## src/rtl/control_sequencer.sv

```systemverilog
`default_nettype none
`timescale 1ns/1ps
// +----------------------------------------------------------------------------+
// | Module : control_sequencer                                                 |
// | Micro-step sequencer and control-word decoder for the 8-bit bus CPU.      |
// | Optional: CTRL_COND_JUMP_EN enables JC/JZ; otherwise opcodes 7/8 are NOP.  |
// | Revision: 1.0                                                              |
// +----------------------------------------------------------------------------+
module control_sequencer #(
  parameter int EARLY_END = 1
) (
  input  logic       clk,
  input  logic       rst,
  input  logic [3:0] opcode,
  input  logic       flag_c,
  input  logic       flag_z,
  output logic       pc_inc,
  output logic       pc_out,
  output logic       pc_jump,
  output logic       mar_in,
  output logic       ram_out,
  output logic       ram_in,
  output logic       ir_in,
  output logic       ir_out,
  output logic       a_in,
  output logic       a_out,
  output logic       b_in,
  output logic       alu_out,
  output logic       alu_sub,
  output logic       flags_in,
  output logic       out_in,
  output logic       hlt,
  output logic [2:0] step
);

  typedef enum logic [2:0] {
    T0 = 3'd0,
    T1 = 3'd1,
    T2 = 3'd2,
    T3 = 3'd3,
    T4 = 3'd4
  } step_e;

  typedef struct packed {
    logic pc_inc;
    logic pc_out;
    logic pc_jump;
    logic mar_in;
    logic ram_out;
    logic ram_in;
    logic ir_in;
    logic ir_out;
    logic a_in;
    logic a_out;
    logic b_in;
    logic alu_out;
    logic alu_sub;
    logic flags_in;
    logic out_in;
    logic hlt;
  } ctrl_t;

  localparam logic [3:0] c_OP_LDA = 4'h1;
  localparam logic [3:0] c_OP_ADD = 4'h2;
  localparam logic [3:0] c_OP_SUB = 4'h3;
  localparam logic [3:0] c_OP_STA = 4'h4;
  localparam logic [3:0] c_OP_LDI = 4'h5;
  localparam logic [3:0] c_OP_JMP = 4'h6;
  localparam logic [3:0] c_OP_JC  = 4'h7;
  localparam logic [3:0] c_OP_JZ  = 4'h8;
  localparam logic [3:0] c_OP_OUT = 4'hE;
  localparam logic [3:0] c_OP_HLT = 4'hF;

  // take: a conditional jump's condition holds (always 0 without the feature)
  function automatic ctrl_t decode(input step_e s, input logic [3:0] op, input logic take);
    ctrl_t w;
    w = '0;
    case (s)
      T0: begin
        w.pc_out = 1'b1;
        w.mar_in = 1'b1;
      end
      T1: begin
        w.ram_out = 1'b1;
        w.ir_in   = 1'b1;
        w.pc_inc  = 1'b1;
      end
      T2: begin
        case (op)
          c_OP_LDA, c_OP_ADD, c_OP_SUB, c_OP_STA: begin
            w.ir_out = 1'b1;
            w.mar_in = 1'b1;
          end
          c_OP_LDI: begin
            w.ir_out = 1'b1;
            w.a_in   = 1'b1;
          end
          c_OP_JMP: begin
            w.ir_out  = 1'b1;
            w.pc_jump = 1'b1;
          end
          c_OP_JC, c_OP_JZ: begin
            w.ir_out  = take;
            w.pc_jump = take;
          end
          c_OP_OUT: begin
            w.a_out  = 1'b1;
            w.out_in = 1'b1;
          end
          c_OP_HLT: w.hlt = 1'b1;
          default: ;
        endcase
      end
      T3: begin
        case (op)
          c_OP_LDA: begin
            w.ram_out = 1'b1;
            w.a_in    = 1'b1;
          end
          c_OP_ADD, c_OP_SUB: begin
            w.ram_out = 1'b1;
            w.b_in    = 1'b1;
          end
          c_OP_STA: begin
            w.a_out  = 1'b1;
            w.ram_in = 1'b1;
          end
          default: ;
        endcase
      end
      T4: begin
        if (op == c_OP_ADD || op == c_OP_SUB) begin
          w.alu_out  = 1'b1;
          w.a_in     = 1'b1;
          w.flags_in = 1'b1;
          w.alu_sub  = (op == c_OP_SUB);
        end
      end
      default: ;
    endcase
    return w;
  endfunction

  step_e step_q, step_d, w_succ;
  logic  halted_q, halted_d;
  ctrl_t w_cur, w_nxt, w_ctrl;
  logic  w_take;

`ifdef CTRL_COND_JUMP_EN
  assign w_take = ((opcode == c_OP_JC) && flag_c) || ((opcode == c_OP_JZ) && flag_z);
`else
  logic w_unused_flags;
  assign w_take         = 1'b0;
  assign w_unused_flags = flag_c | flag_z;
`endif

  always_ff @(posedge clk) begin
    if (rst) begin
      step_q   <= T0;
      halted_q <= 1'b0;
    end else begin
      step_q   <= step_d;
      halted_q <= halted_d;
    end
  end

  always_comb begin
    step_d   = step_q;
    halted_d = halted_q;
    w_succ   = T0;
    case (step_q)
      T0:      w_succ = T1;
      T1:      w_succ = T2;
      T2:      w_succ = T3;
      T3:      w_succ = T4;
      default: w_succ = T0;
    endcase
    w_cur = decode(step_q, opcode, w_take);
    w_nxt = decode(w_succ, opcode, w_take);

    // opcode is only valid from T2, so T0/T1 never end early
    if (!halted_q) begin
      if (w_cur.hlt) begin
        halted_d = 1'b1;
      end else if ((step_q == T2 || step_q == T3) && (EARLY_END != 0) && (w_nxt == '0)) begin
        step_d = T0;
      end else begin
        step_d = w_succ;
      end
    end

    w_ctrl = w_cur;
    if (halted_q) begin
      w_ctrl     = '0;
      w_ctrl.hlt = 1'b1;
    end
    if (rst) begin
      w_ctrl = '0;
    end
  end

  assign pc_inc   = w_ctrl.pc_inc;
  assign pc_out   = w_ctrl.pc_out;
  assign pc_jump  = w_ctrl.pc_jump;
  assign mar_in   = w_ctrl.mar_in;
  assign ram_out  = w_ctrl.ram_out;
  assign ram_in   = w_ctrl.ram_in;
  assign ir_in    = w_ctrl.ir_in;
  assign ir_out   = w_ctrl.ir_out;
  assign a_in     = w_ctrl.a_in;
  assign a_out    = w_ctrl.a_out;
  assign b_in     = w_ctrl.b_in;
  assign alu_out  = w_ctrl.alu_out;
  assign alu_sub  = w_ctrl.alu_sub;
  assign flags_in = w_ctrl.flags_in;
  assign out_in   = w_ctrl.out_in;
  assign hlt      = w_ctrl.hlt;
  assign step     = step_q;

endmodule
`default_nettype wire
```

## config.mk

```make
export PLATFORM = sky130hd
export DESIGN_NAME = control_sequencer
export DESIGN_NICKNAME = d
export VERILOG_FILES = /design/src/rtl/control_sequencer.sv
export SDC_FILE = /design/constraint.sdc
export NUM_CORES = 1
export LEC_CHECK = 0
export CAP_MARGIN = 20
export CELL_PAD_IN_SITES_DETAIL_PLACEMENT = 0
export CELL_PAD_IN_SITES_GLOBAL_PLACEMENT = 1
export CORE_MARGIN = 1.5
export CORE_UTILIZATION = 24
export CTS_BUF_LIST = sky130_fd_sc_hd__clkbuf_4
export DETAILED_ROUTE_END_ITERATION = 10
export PLACE_DENSITY_LB_ADDON = 0.1
export SLEW_MARGIN = 20
export SYNTH_ARGS = -nofsm -noshare
export SYNTH_HDL_FRONTEND = slang
export SYNTH_SLANG_ARGS = --single-unit
```

## constraint.sdc

```tcl
create_clock -name clk -period 4.7 [get_ports clk]
set_clock_uncertainty 0.1 [all_clocks]
set_input_delay 0.705 -clock clk [delete_from_list [all_inputs] [get_ports clk]]
set_output_delay 0.705 -clock clk [all_outputs]
set_load 0.03 [all_outputs]
```

==> results of run 1 <==
==> per-stage QoR <==
stage	hold WS (ns)	worst slack, ns
CTS	0.472	0.715
finish	0.463	0.736
detailed placement	0.468	0.720
floorplan	0.517	1.49
global placement	0.477	0.730
global route	0.512	0.618
==> registers in the layout, indices dropped and copies added (netlist names) <==
signal and cells:
halted_q 1, step 3
==> worst min path at each step <==
| stage | end | slack [ns] | cells past startpoint |
|---|---|---|---|
| 2_1_floorplan | step[0] | 0.52 | 3 |
| 3_3_place_gp | step[0] | 0.48 | 2 |
| 3_5_place_dp | step[0] | 0.47 | 2 |
| 4_1_cts | step[0] | 0.47 | 2 |
| 5_1_grt | step[0] | 0.51 | 2 |
| 6_report | step[0] | 0.46 | 2 |
==> power by group through the flow <==
| stage | Combinational [mW] | Clock [mW] | Sequential (mW) |
|---|---|---|---|
| 2_1_floorplan | 0.0738 | 0 | 0.0606 |
| 4_1_cts | 0.125 | 0.0443 | 0.0570 |
| 6_report | 0.124 | 0.0417 | 0.0565 |
| 3_3_place_gp | 0.124 | 0 | 0.0582 |
| 5_1_grt | 0.131 | 0.0449 | 0.0588 |
| 3_5_place_dp | 0.124 | 0 | 0.0572 |
==> logic make-up after synthesis <==
logic type,after synthesis,synth area share [%]
simple gates,31,44.8
flops,4,20.6
xor+xnor,1,2.26
compound gates,11,20.3
buf+inv,10,11.9
==> cells in the final DEF (no fill, tap or decap), types with 2 or more instances in the layout <==
cell             instances
nor4_1                   4
nor2_1                   9
nor4b_1                  3
inv_1                    4
clkbuf_4                 3
nand4_1                  2
o21ai_0                  3
or3_1                    2
a41oi_1                  2
clkdlybuf4s50_1         24
nand3_1                  3
nand2_1                  3
dfxtp_1                  4
==> worst register-to-register path: stages (launching register included) <==
cell and delay (ns):
dfxtp_1 0.44, or4b_1 0.60, nor4_1 0.36, a21o_1 0.13
==> metal layers <==
layer | track usage (%) | up-vias | wire length, um
met3 | 4.68 | 0 | 74
li1 | - | 259 | -
met5 | 0 | - | 0
met2 | 20.9 | 13 | 543
met1 | 16.4 | 225 | 553
met4 | 1.82 | 0 | 0
==> area by class of cell <==
class	count	area share, %
Tap cell	16	3.13
Timing Repair Buffer	24	37.6
Multi-Input combinational cell	43	40.9
Sequential cell	4	12.5
Clock buffer	3	3.52
Inverter	4	2.35
==> flow_summary.toml, run 1 <==
[placement]
dp.cells = 91
dp_hpwl_um = 884
dpl_cell_area_um2 = 617
io_buffers = 24
gp_congestion = 0.766

[critical_path]
crit_end = "a_out"
cp_num_buf_inv = 2
crit_family = "buffers and inverters"
r2r_start = "step[0]"
crit_start = "rst"
cp_common_cell = "clkdlybuf4s50_1"
arrival_ns = 3.16
cp.depth = 5
rrSetupSlack_ns = 3.03
path_class = "in -> out"
worst-path-max-fanout = 7
r2r_end = "step[2]"
endpoint_kind = "output pin"
worst_ep_required_time_ns = 3.89
crit_path_cell_trace = "clkdlybuf4s50_1, or4b_1, or3_1, a211oi_2, clkdlybuf4s50_1"
startpoint_type = "input port"
cpPeakStageDelay_ns = 0.69
crit_slowest_cell = "clkdlybuf4s50_1"
reg2regPathDepth = 3

[timing]
max_freq_ghz = 0.252
rsz0062_at_grt = "no"
final.setup.tns_ns = 0
fin_crit_sh_pct = 84.3
setup_violations = 0
tightest_slew_ns = 0.401
layout_min_cycle_time_ns = 3.96
drv_slew = 0
hold_violations = 0
relSlewSlack_pct = 73.0

[grt]
grt_max_degree = 12
grt_pass1_vias = 416
grt_overflow = 0
grt_pass1_wl_mm = 1.84
antenna_found_initial = 0
grt_usage_pct = 12.8

[pwr]
share_comb_of_total_power_pct = 55.8
p_sw_mw = 0.102
clkPwrFrac_pct = 18.8
p_int_mw = 0.120
sw_frac_of_total_pct = 46.1
p_total_mw = 0.222
irDropWorstVdd_v = 0.000186
p_leak_nw = 0.238
p_per_area_nw_per_um2 = 347
pwr-share-seq_pct = 25.5

[cells_and_area]
antennaDiodeCount = 0
drive_gt1_share_pct = 5.13
multi_input_area_um2 = 262
final_nets = 88
fin_util_pct = 42.4
area_growth_pct = 64.8
final_cells = 94
n_fill_cell = 174
regArea_um2 = 80.1
design_area_um2 = 639

[logic_synthesis]
synth_edf_count = 0
synthTopCellsByArea = "dfxtp_1 (21%), nor2_1 (8.7%), nor4b_1 (6.8%), nor4_1 (6.5%), a41oi_1 (4.5%)"
synthArstFlopShare_pct = 0
syn_nets = 65
syn_area_um2 = 388
synth_cell_type_count = 26
syn_area_per_cell_um2 = 6.80
yosys_register_bits = 4
ys_warn_count = 0
post-synth-top-count-cell = "nor2_1"
post-synth-top-area-fraction_pct = 20.6
synthTopCellsByCount = "nor2_1 (9), dfxtp_1 (4), inv_1 (4), nor4_1 (4)"
ys_seq_area_share_pct = 20.6
syn_inst = 57
post-synth-top-area-cell = "dfxtp_1"
synth_ff_type = "dfxtp_1"

[detailed_routing]
wl_per_cell_um = 12.5
antenna_left = 0
drtPass1Iterations = 3
viasPerCell = 5.29
vias = 497
wl_mm = 1.17
drc = 0
dr.first_iter.drc_count = 8

[worst_hold_path]
min-delay-start = "step[0]"
min_path_type = "reg -> reg"

[clock_tree]
worstSkewPairLatency_ns = 0.23
cts_hold_buf = 0
clockBufferDepth = 2
postCtsSetupRepairBufs = 0
cts_buffers = 3
path_clk_slew_ns = 0.03
cts_max_level = 1
cts_tree = "yes"
cts_resized = 0
clockRootBuffer = "clkbuf_4"
cts.sinks = 4

[floorplanning]
start_util_pct = 25.7
die_w_um = 43.2
dieHeight_um = 43.2
core_um2 = 1510
rows = 14
dieArea_um2 = 1870
design.portCount = 27

[run_status]
status = "completed"

[job]
maxCapViolations = 0
No activity file was read; power rests on OpenSTA's default activity.
==> run 2: changes to the inputs <==
CORE_UTILIZATION = 20   (was 24)
clock period = 3.6 ns   (was 4.7 ns; I/O delays follow)
==> flow_summary.toml, run 2 (same netlist as run 1, synthesis figures left out) <==
[grt]
met1_usage_pct = 16.5
gr-max-usage-layer = "met2"
grt_max_degree = 12
grt_overflow = 0
use_met3_pct = 3.46
grt_usage_pct = 12.6
use_met2_pct = 20.3
antenna_found_initial = 0
grt_pass1_wl_mm = 2.04
grt_pass1_vias = 455

[timing]
hold_ws_ns = 0.482
hold_violations = 0
setup_slack_ns = 0.246
relSlewSlack_pct = 71.7
tightest_slew_ns = 0.420
layout_min_cycle_time_ns = 3.35
setup_violations = 0
drv_slew = 0
final.setup.tns_ns = 0
max_freq_ghz = 0.298
fin_crit_sh_pct = 93.2
rsz0062_at_grt = "no"

[detailed_routing]
drc = 0
wl_mm = 1.24
dr.first_iter.drc_count = 7
drtPass1Iterations = 4
antenna_left = 0
vias = 508
wl_per_cell_um = 12.0
viasPerCell = 4.88

[cells_and_area]
layout_commonest_cell = "clkdlybuf4s50_1"
final_cells = 104
n_fill_cell = 202
final_nets = 89
antennaDiodeCount = 0
area_growth_pct = 69.0
design_area_um2 = 656
final_cell_mix = "clkdlybuf4s50_1 (23), nor2_1 (9), nor4_1 (4), inv_1 (4), dfxtp_1 (4)"
multi_input_area_um2 = 262
drive_gt1_share_pct = 7.59
regArea_um2 = 80.1
fin_util_pct = 36.8
largest_reg_flops = 3

[critical_path]
path_class = "in -> out"
worst_ep_required_time_ns = 2.96
crit_path_cell_trace = "clkdlybuf4s50_1, or4b_1, nor4_1, clkdlybuf4s50_1"
startpoint_type = "input port"
worst-path-max-fanout = 6
cp_common_cell = "clkdlybuf4s50_1"
crit_slowest_cell = "clkdlybuf4s50_1"
cpPeakStageDelay_ns = 0.75
endpoint_kind = "output pin"
arrival_ns = 2.71

[placement]
place_ws_ns = 0.232
gp_congestion = 0.776
dp_hpwl_um = 902
dp.cells = 101
dpl_cell_area_um2 = 633
io_buffers = 24

[clock_tree]
cts_buffers = 3
cts_resized = 0
cts_max_level = 1
cts_tree = "yes"
postCtsSetupRepairBufs = 0
cts_hold_buf = 0
clockBufferDepth = 2
worstSkewPairLatency_ns = 0.23
path_clk_slew_ns = 0.04
cts.sinks = 4
clockRootBuffer = "clkbuf_4"

[floorplanning]
dieHeight_um = 47.0
start_util_pct = 21.8
die_w_um = 47.0
dieArea_um2 = 2210
rows = 15
design.portCount = 27
core_um2 = 1780

[pwr]
p_total_mw = 0.292
p_leak_nw = 0.245
p_per_area_nw_per_um2 = 446
irDropWorstVdd_v = 0.000372

[job]
maxCapViolations = 0

[worst_hold_path]
min_path_type = "reg -> reg"

[run_status]
status = "completed"
[run 2: cell types whose count changed in the layout (fill, tap and decap cells not counted)]
cell,before,now
buf_4,0,2
clkdlybuf4s50_1,24,23
[run 2: worst paths after layout]
check	start	to	slack (ns)	cells after the start
max	rst	b_in	0.25	4
min	step[0]	step[0]	0.48	2
max reg2reg	step[0]	step[2]	1.91	3
min reg2reg	step[0]	step[0]	0.48	2
[run 2: where the power goes]
group	switching [mW]	internal (mW)	total (mW)
registers	0.0213	0.0538	0.0751
logic	0.0963	0.0659	0.162
clock network	0.0176	0.0372	0.0549
[run 2: layout make-up]
cell class	count	share of cell area (%)
clock buffers	3	3.44
inverters	4	2.29
multi-input cells	43	39.9
flip-flops and latches	4	12.2
well taps	25	4.77
repair buffers	25	37.4
[run 2: per-layer routing]
metal / vias to the layer above / part of all wire, %
met5: - / 0
met4: 0 / 0
met3: 0 / 5.1
met2: 18 / 44
met1: 235 / 51
li1: 255 / -
[run 2: worst max-delay path: cells and delay by family]
kind | cells | cell delay [ns]
simple gates | 2 | 1.00
buf+inv | 2 | 1.17
==> run 3: changes to the inputs <==
SLEW_MARGIN = unset   (was 20)
==> results of run 3 <==
No change in the layout: final DEF, timing and power equal those of run 2.
